==> config.mk <==
export PLATFORM = sky130hd
export DESIGN_NAME = regfile_mp
export DESIGN_NICKNAME = d
export VERILOG_FILES = /design/src/rtl/riscv_pkg.sv /design/src/rtl/regfile_mp_scoreboard.sv /design/src/rtl/regfile_mp.sv
export SDC_FILE = /design/constraint.sdc
export NUM_CORES = 2
export LEC_CHECK = 0
export CELL_PAD_IN_SITES_DETAIL_PLACEMENT = 0
export CELL_PAD_IN_SITES_GLOBAL_PLACEMENT = 1
export CORE_MARGIN = 8
export CORE_UTILIZATION = 35
export DETAILED_ROUTE_END_ITERATION = 6
export GPL_ROUTABILITY_DRIVEN = 1
export PLACE_DENSITY = 0.6
export SLEW_MARGIN = 20
export SYNTH_ARGS = -nofsm -noshare
export SYNTH_HDL_FRONTEND = slang
export SYNTH_SLANG_ARGS = --single-unit
==> constraint.sdc <==
create_clock -name clk -period 7.1 [get_ports clk]
set_input_delay 1.42 -clock clk [delete_from_list [all_inputs] [get_ports clk]]
set_output_delay 1.42 -clock clk [all_outputs]
set_load 0.03 [all_outputs]
==> src/rtl/riscv_pkg.sv <==
// Shared core definitions: default data/address widths and the matching
// register-address and data-word types.
package riscv_pkg;

  localparam int XLEN           = 32;
  localparam int REG_ADDR_WIDTH = 5;

  typedef logic [REG_ADDR_WIDTH-1:0] reg_addr_t;
  typedef logic [XLEN-1:0]           xlen_t;

endpackage

==> src/rtl/regfile_mp_scoreboard.sv <==
// Per-register busy scoreboard: flush > alloc > write-back clear > hold.
// Register 0 never reports busy.
module regfile_scoreboard #(
  parameter int NUM_REGS = 32,
  parameter int NUM_WR   = 1,
  parameter int AW       = 5
) (
  input  logic                 clk,
  input  logic                 rst_n,
  input  logic [NUM_WR-1:0]    wr_en,
  input  logic [NUM_WR*AW-1:0] wr_addr,
  input  logic                 alloc_en,
  input  logic [AW-1:0]        alloc_addr,
  input  logic                 flush,
  output logic [NUM_REGS-1:0]  busy_vec
);
  import riscv_pkg::*;

  logic [NUM_REGS-1:0] busy_q;
  logic [NUM_REGS-1:0] busy_d;

  // Alloc is applied after the write-back clears so the new producer wins.
  always_comb begin
    busy_d = busy_q;
    if (flush) begin
      busy_d = '0;
    end else begin
      for (int w = 0; w < NUM_WR; w++) begin
        if (wr_en[w]) busy_d[wr_addr[w*AW +: AW]] = 1'b0;
      end
      if (alloc_en) busy_d[alloc_addr] = 1'b1;
    end
    busy_d[0] = 1'b0;
  end

  always_ff @(posedge clk or negedge rst_n) begin
    if (!rst_n) busy_q <= '0;
    else        busy_q <= busy_d;
  end

  assign busy_vec = busy_q;

endmodule

==> src/rtl/regfile_mp.sv <==
// Multi-port integer register file with optional same-cycle write-to-read
// bypass and a busy scoreboard for issue interlocking. x0 reads as zero.
module regfile_mp #(
  parameter int XLEN     = riscv_pkg::XLEN,
  parameter int NUM_REGS = 32,
  parameter int NUM_RD   = 2,
  parameter int NUM_WR   = 1,
  parameter bit BYPASS   = 1'b1
) (
  input  logic                   clk,
  input  logic                   rst_n,
  input  logic [NUM_RD*$clog2(NUM_REGS)-1:0] rd_addr,
  output logic [NUM_RD*XLEN-1:0] rd_data,
  output logic [NUM_RD-1:0]      rd_busy,
  input  logic [NUM_WR-1:0]      wr_en,
  input  logic [NUM_WR*$clog2(NUM_REGS)-1:0] wr_addr,
  input  logic [NUM_WR*XLEN-1:0] wr_data,
  input  logic                   alloc_en,
  input  logic [$clog2(NUM_REGS)-1:0] alloc_addr,
  input  logic                   flush,
  output logic [NUM_REGS-1:0]    busy_vec
);
  import riscv_pkg::*;

  localparam int AW = $clog2(NUM_REGS);

  logic [XLEN-1:0] mem_q [NUM_REGS];
  logic [XLEN-1:0] mem_d [NUM_REGS];

  // Ports are applied in ascending order so the highest-index port wins.
  always_comb begin
    for (int r = 0; r < NUM_REGS; r++) mem_d[r] = mem_q[r];
    for (int w = 0; w < NUM_WR; w++) begin
      if (wr_en[w]) mem_d[wr_addr[w*AW +: AW]] = wr_data[w*XLEN +: XLEN];
    end
    mem_d[0] = '0;
  end

  always_ff @(posedge clk or negedge rst_n) begin
    if (!rst_n) begin
      for (int r = 0; r < NUM_REGS; r++) mem_q[r] <= '0;
    end else begin
      for (int r = 0; r < NUM_REGS; r++) mem_q[r] <= mem_d[r];
    end
  end

  regfile_scoreboard #(
    .NUM_REGS (NUM_REGS),
    .NUM_WR   (NUM_WR),
    .AW       (AW)
  ) u_scoreboard (
    .clk        (clk),
    .rst_n      (rst_n),
    .wr_en      (wr_en),
    .wr_addr    (wr_addr),
    .alloc_en   (alloc_en),
    .alloc_addr (alloc_addr),
    .flush      (flush),
    .busy_vec   (busy_vec)
  );

  // A bypassed write only hides busy if no new producer is allocated to
  // the same register in that cycle.
  always_comb begin
    logic [AW-1:0]   ra;
    logic [XLEN-1:0] val;
    logic            hit;
    logic            bsy;
    rd_data = '0;
    rd_busy = '0;
    for (int i = 0; i < NUM_RD; i++) begin
      ra  = rd_addr[i*AW +: AW];
      val = mem_q[ra];
      hit = 1'b0;
      bsy = busy_vec[ra];
      if (BYPASS) begin
        for (int w = 0; w < NUM_WR; w++) begin
          if (wr_en[w] && (wr_addr[w*AW +: AW] == ra)) begin
            val = wr_data[w*XLEN +: XLEN];
            hit = 1'b1;
          end
        end
        if (hit && !(alloc_en && (alloc_addr == ra))) bsy = 1'b0;
      end
      if (ra == '0) begin
        val = '0;
        bsy = 1'b0;
      end
      rd_data[i*XLEN +: XLEN] = val;
      rd_busy[i]              = bsy;
    end
  end

endmodule

After elaboration in Yosys (flattened, before gate mapping). Cells that the tools add are included.

Flip-flop bits (word level): 1023. Bits in latches: 0. Memory bits (writable): 0. ROM bits: 0. Bits of input ports: 57. Output and inout port bits: 98. Logic and storage cells: 96. Memories kept: 0.

$add $sub $neg: 0. $mul: 0. Divide/modulo/power cells: 0. $lt $le $gt $ge: 10. Eq/ne operators: 4. Shift-type cells: 0. Multiplexer cells: 31. Bitwise operators: 6. Reductions and logical operators: 13.

Operators with widths (count): $bwmux W1024 (1); $mux W32 (13); $bmux W32 S5 (2); $demux W32 S5 (1); $and A32 B32 Y32 (1); $not A32 Y32 (1); $or A32 B32 Y32 (1); $lt A5 B6 Y1 const B (4); $eq A5 B5 Y1 (4); $ge A6 B6 Y1 const B (3); $not A5 Y6 (3); $bmux W1 S5 (2); $demux W1 S5 (2); $ge A5 B1 Y1 const B (2); $logic_not A5 Y1 (2); $mux W1 (10); $logic_and A1 B1 Y1 (9); $lt A6 B1 Y1 const B (1); $logic_not A1 Y1 (2).

Depth between registers and ports, before layout.
Depth in word-level cells: 11. Mapped depth: 9. Gate-level depth less buffers: 5.

Modules after synthesis. A second synthesis with hierarchy kept.

Cell total of the unflattened synthesis: 4179. Area, all modules: 56825.8 µm².

By module, submodules not included: regfile_mp (times used 1, cells an instance 4024, area an instance 55316.8 µm², seq. area each 24823.8 µm²); regfile_scoreboard (times used 1, cells an instance 155, area an instance 1508.9 µm², seq. area each 775.7 µm²).

Worst setup path after synthesis. No wires, ideal clock.

Kind: input to output. Start point: in rd_addr[0]. End point: out rd_data[10]. Data arrival time: 3182 ps. Required time: 5680 ps. Slack: 2498 ps. Stages: 9. Path buffers: 5. Cells stage by stage: buf_6 -> buf_6 -> xor2_1 -> nor4_1 -> nand3_1 -> buf_2 -> buf_2 -> buf_2 -> a31oi_1.

Word-level cells in the longest chain between the ends: 6. Elaborated cells between the ends (all ways): 9. Classes of those cells: 1 x eq/ne; 5 x mux; 1 x bitwise; 2 x reduce/logical.

RTL lines: start: declaration (line regfile_mp.sv:12) `input logic [NUM_RD*$clog2(NUM_REGS)-1:0] rd_addr,`; $not A5 Y6 (implied by the code) (line regfile_mp.sv:73) `val = mem_q[ra];`; $bmux W32 S5 (line regfile_mp.sv:73); $mux W32 (implied by the code) (2 in series) (line regfile_mp.sv:73); $mux W32 (line regfile_mp.sv:78) `if (wr_en[w] && (wr_addr[w*AW +: AW] == ra)) begin`; $mux W32 * (line regfile_mp.sv:85) `if (ra == '0) begin`; end: declaration (line regfile_mp.sv:13) `output logic [NUM_RD*XLEN-1:0] rd_data,`.

Every way passes the cells marked *; elsewhere a longest branch is shown, timed or not. The select of a mux whose other input is x is not followed.

Final worst setup path.
Start point: in wr_addr[0]. End point: out rd_data[0].

Word-level cells in the longest chain between the ends: 4.

RTL lines: start: declaration (line regfile_mp.sv:16) `input logic [NUM_WR*$clog2(NUM_REGS)-1:0] wr_addr,`; $eq A5 B5 Y1 (line regfile_mp.sv:78); $logic_and A1 B1 Y1 (line regfile_mp.sv:78); $mux W32 (line regfile_mp.sv:78); $mux W32 (line regfile_mp.sv:85).

No other way between the ends.

==> run_results.csv <==
group,metric,value,unit
critical_path,critPathMostFrequentCell,"sky130_fd_sc_hd__clkdlybuf4s50_1",
drt,drt_iter0_drc,3100,
drt,detailedRoute.firstPassIterationCount,5,
critical_path,reg2reg_end,"u_scoreboard.busy_vec[4]",
synthesis,synth_flop_cell,"sky130_fd_sc_hd__dfrtp_1",
pwr,max-vdd-ir-drop,0.1896,mV
global_route,antenna_found_initial,5,
synthesis,ys.warnings.count,0,
drt,routed_via_density,5.964,
cts,ctsHoldBuffers,0,
layout,areaGrowthSynthToFinish,13.89,%
global_route,gr-total-overflow,0,
cts,cts_setup_buffers,0,
timing,worst_slack,0.8196,ns
floorplanning,num_io_pins,155,
cts,ctsResizeCount,0,
layout,stdcell_count,6517,
synthesis,synth_seq_area_share,44.99,%
min_path,hold_path.startpoint,"mem_q[549]",
critical_path,worstPathRequired,5.68,ns
cts,tritoncts_clock_tree,"yes",
timing,unrepaired_setup_endpoints_after_global_routing,"no",
synthesis,synth.lib_cells_used.distinct,49,
min_path,holdPathStages,1,
placed_design,placement.io_buffers,153,
synthesis,ys_ff_latch,1023,
synthesis,syn_inst,4292,
timing,achievable-frequency,159.2,MHz
critical_path,crit_type,"in -> out",
timing,finalSetupViolCount,0,
critical_path,worst-endpoint-arrival,4.86,ns
synthesis,netlist_area_pre_place,56910,µm²
layout,final_layout_size_suffix_gt1_share,39.62,%
synthesis,mappedNetlistNets,4349,
critical_path,path_cells,"clkdlybuf4s50_1 > xor2_1 > nor4_1 > nand3_4 > buf_12 > o21ai_0 > a31oi_1 > clkdlybuf4s50_1",
floorplanning,die_height,419.2,µm
critical_path,critPathSlowestCell,"sky130_fd_sc_hd__clkdlybuf4s50_1",
pwr,cellPowerDensity,275.9,nW/µm²
timing,final_hold_viols,0,
floorplanning,initial_utilization,35.12,%
critical_path,r2r-start,"u_scoreboard.busy_vec[4]",
timing,timing.final.max_slew_violations,0,
cts,clock_sinks,1023,
run_status,status,"completed",
floorplanning,area_of_the_core,162000,µm²
timing,fin_setup_tns,0,ns
flow_run,cap_violations,0,
critical_path,worst_setup_path_start_kind,"primary input",
global_route,largest_net_degree_at_the_start_of_global_routing,160,
placed_design,gp_routability_congestion,0.8073,
critical_path,worst_r2r_path_depth,2,
drt,num_vias,38870,
critical_path,crit_path_max_incr_delay,0.70,ns
global_route,vias_in_the_first_global_route,39700,
critical_path,cp_top_family,"buffers and inverters",
placed_design,placement.setup.worst_slack,0.8481,ns
placed_design,placed_area,60970,µm²
drt,wl_per_cell,31.81,µm
global_route,track_usage,23.16,%
critical_path,setup.reg_to_reg.worst_slack,6.24,ns
timing,period_minus_slack,6.280,ns
cts,clk_root_buffer_cell,"sky130_fd_sc_hd__clkbuf_16",
min_path,timing.hold.worst_endpoint,"mem_q[549]",
critical_path,worst_setup_path_end_kind,"primary output",
cts,cts_inserted_buffers,113,
layout,finalNetCount,4314,
timing,timing.clock.skew,0,ns
timing,relSlewSlack,21.85,%
synthesis,synthesis.area_per_instance,13.26,µm²
cts,cts.htree.levels,3,
cts,clock_tree.buffer_depth,3,
placed_design,dp.cells,6317,
floorplanning,die_area,175700,µm²
min_path,hold_class,"reg -> reg",
critical_path,timing.critical_path.buf_inv,3,
critical_path,critical_path.max_fanout,35,
pwr,static-leakage-power,28.51,nW
floorplanning,std_cell_rows,148,
global_route,grt_first_pass_wirelength,300.9,mm
drt,drt_wl_total,207.3,mm
timing,worstMarginPinSlew,1.172,ns
drt,final_antenna_net_count,0,
synthesis,synth_enable_flop_cells,0,
cts,clkSlewWorstSetupHoldPaths,0.06,ns
drt,count_of_unresolved_drc_violations_after_routing,0,
layout,finish.instance_area,64810,µm²
floorplanning,die_w,419.2,µm
layout,finish.utilization,40.00,%
timing,final_worst_path_cycle_share,88.46,%
placed_design,place.detailed.hpwl,124.4,mm
synthesis,async_reset_ff_share,100.0,%
cts,clk-insertion-delay-late,0.73,ns
[logic make-up after synthesis]
family                 after synthesis  share of synthesized area (%)
AO/OA/AOI/OAI                      617                          8.267
buffers and inverters              468                          4.224
multiplexers                      1831                          39.44
XOR/XNOR                            20                         0.3078
other                                1                       0.006590
flip-flops                        1023                          44.99
AND/OR/NAND/NOR                    332                          2.770
[cells in the mapped netlist, types with 21 or more instances]
master                        n  share of area [%]
sky130_fd_sc_hd__mux2_1      27               0.53
sky130_fd_sc_hd__clkbuf_1   180                1.2
sky130_fd_sc_hd__a211oi_1    49               0.65
sky130_fd_sc_hd__buf_2      173                1.5
sky130_fd_sc_hd__nor2b_1     21               0.23
sky130_fd_sc_hd__nand2_1    166                1.1
sky130_fd_sc_hd__a22oi_1    242                3.2
sky130_fd_sc_hd__nand2b_1    51               0.56
sky130_fd_sc_hd__buf_6       32               0.63
sky130_fd_sc_hd__mux4_2     223                8.8
sky130_fd_sc_hd__mux2i_1    549                9.7
sky130_fd_sc_hd__a21oi_1     84               0.74
sky130_fd_sc_hd__o221ai_1    48               0.74
sky130_fd_sc_hd__a221o_1     47               0.83
sky130_fd_sc_hd__mux2_2    1032                 20
sky130_fd_sc_hd__o21ai_0     31               0.27
sky130_fd_sc_hd__o221a_1     32               0.63
sky130_fd_sc_hd__buf_4       44               0.58
sky130_fd_sc_hd__nor2_1      36               0.24
sky130_fd_sc_hd__buf_1       34               0.22
sky130_fd_sc_hd__a31oi_1     32               0.35
sky130_fd_sc_hd__dfrtp_1   1023                 45
[per-stage QoR]
stage,hold slack [ns],power (mW)
3_5_place_dp,0.4913,11.80
3_3_place_gp,0.4808,11.72
2_1_floorplan,0.4697,10.39
4_1_cts,0.5054,18.01
6_report,0.5022,17.88
5_1_grt,0.5234,18.67
[cell type report]
type | instances | area, µm²
Antenna cell | 1 | 2.502
Clock buffer | 157 | 3234
Clock inverter | 42 | 596.8
Fill cell | 15290 | 97220
Inverter | 1 | 3.754
Multi-Input combinational cell | 2801 | 29210
Sequential cell | 1023 | 25600
Tap cell | 2175 | 2721
Timing Repair Buffer | 317 | 3442
[placed cells by master, fill, tap and decap left out, types with 13 or more instances in the layout]
cell | netlist | layout
sky130_fd_sc_hd__o221ai_1 | 48 | 48
sky130_fd_sc_hd__clkdlybuf4s50_1 | 0 | 100
sky130_fd_sc_hd__mux2_1 | 27 | 27
sky130_fd_sc_hd__dfrtp_1 | 1023 | 1023
sky130_fd_sc_hd__clkbuf_8 | 0 | 22
sky130_fd_sc_hd__a211oi_1 | 49 | 49
sky130_fd_sc_hd__nand2_1 | 166 | 149
sky130_fd_sc_hd__xor2_1 | 16 | 16
sky130_fd_sc_hd__nor3_1 | 17 | 17
sky130_fd_sc_hd__mux2i_1 | 549 | 549
sky130_fd_sc_hd__clkinv_2 | 0 | 22
sky130_fd_sc_hd__nor2_1 | 36 | 23
sky130_fd_sc_hd__mux2_2 | 1032 | 1032
sky130_fd_sc_hd__clkbuf_1 | 180 | 21
sky130_fd_sc_hd__a221o_1 | 47 | 47
sky130_fd_sc_hd__a22oi_1 | 242 | 242
sky130_fd_sc_hd__a221oi_1 | 17 | 17
sky130_fd_sc_hd__nor2b_1 | 21 | 15
sky130_fd_sc_hd__nor2_4 | 0 | 18
sky130_fd_sc_hd__a31oi_1 | 32 | 32
sky130_fd_sc_hd__buf_4 | 44 | 147
sky130_fd_sc_hd__bufinv_16 | 0 | 13
sky130_fd_sc_hd__mux4_2 | 223 | 223
sky130_fd_sc_hd__buf_12 | 0 | 62
sky130_fd_sc_hd__nand2b_1 | 51 | 50
sky130_fd_sc_hd__o221a_2 | 16 | 16
sky130_fd_sc_hd__o221a_1 | 32 | 32
sky130_fd_sc_hd__a21oi_1 | 84 | 84
sky130_fd_sc_hd__clkbuf_16 | 0 | 114
sky130_fd_sc_hd__o21ai_0 | 31 | 31
sky130_fd_sc_hd__o2111ai_1 | 15 | 15
[sequential cells by signal, summed over array words and instances (netlist names)]
register,count
u_scoreboard.busy_vec,31
mem_q,992
[power breakdown]
part           internal [mW]  switching (mW)
sequential              6.95           0.798
combinational           2.13            1.84
clock                   3.63            2.53
[routing by layer]
metal / share of wire (%) / wire [µm] / track usage [%]
met4: 3.1 / 6447 / 7.051
met5: 0.013 / 27 / 0
met1: 44 / 91590 / 32.29
met2: 48 / 98520 / 37.78
met3: 5.2 / 10740 / 2.897
[how the worst max path moves through the flow]
stage / slack [ns] / to / startpoint / depth (start not counted)
after global placement: 0.79 / rd_data[0] / wr_addr[0] / 8
after global routing: 0.77 / rd_data[0] / wr_addr[0] / 8
final: 0.82 / rd_data[0] / wr_addr[0] / 8
after floorplan: 2.50 / rd_data[10] / rd_addr[0] / 9
after detailed placement: 0.85 / rd_data[0] / wr_addr[0] / 8
after CTS: 0.83 / rd_data[0] / wr_addr[0] / 8
Note: power is estimated with default switching activity, not from simulation.
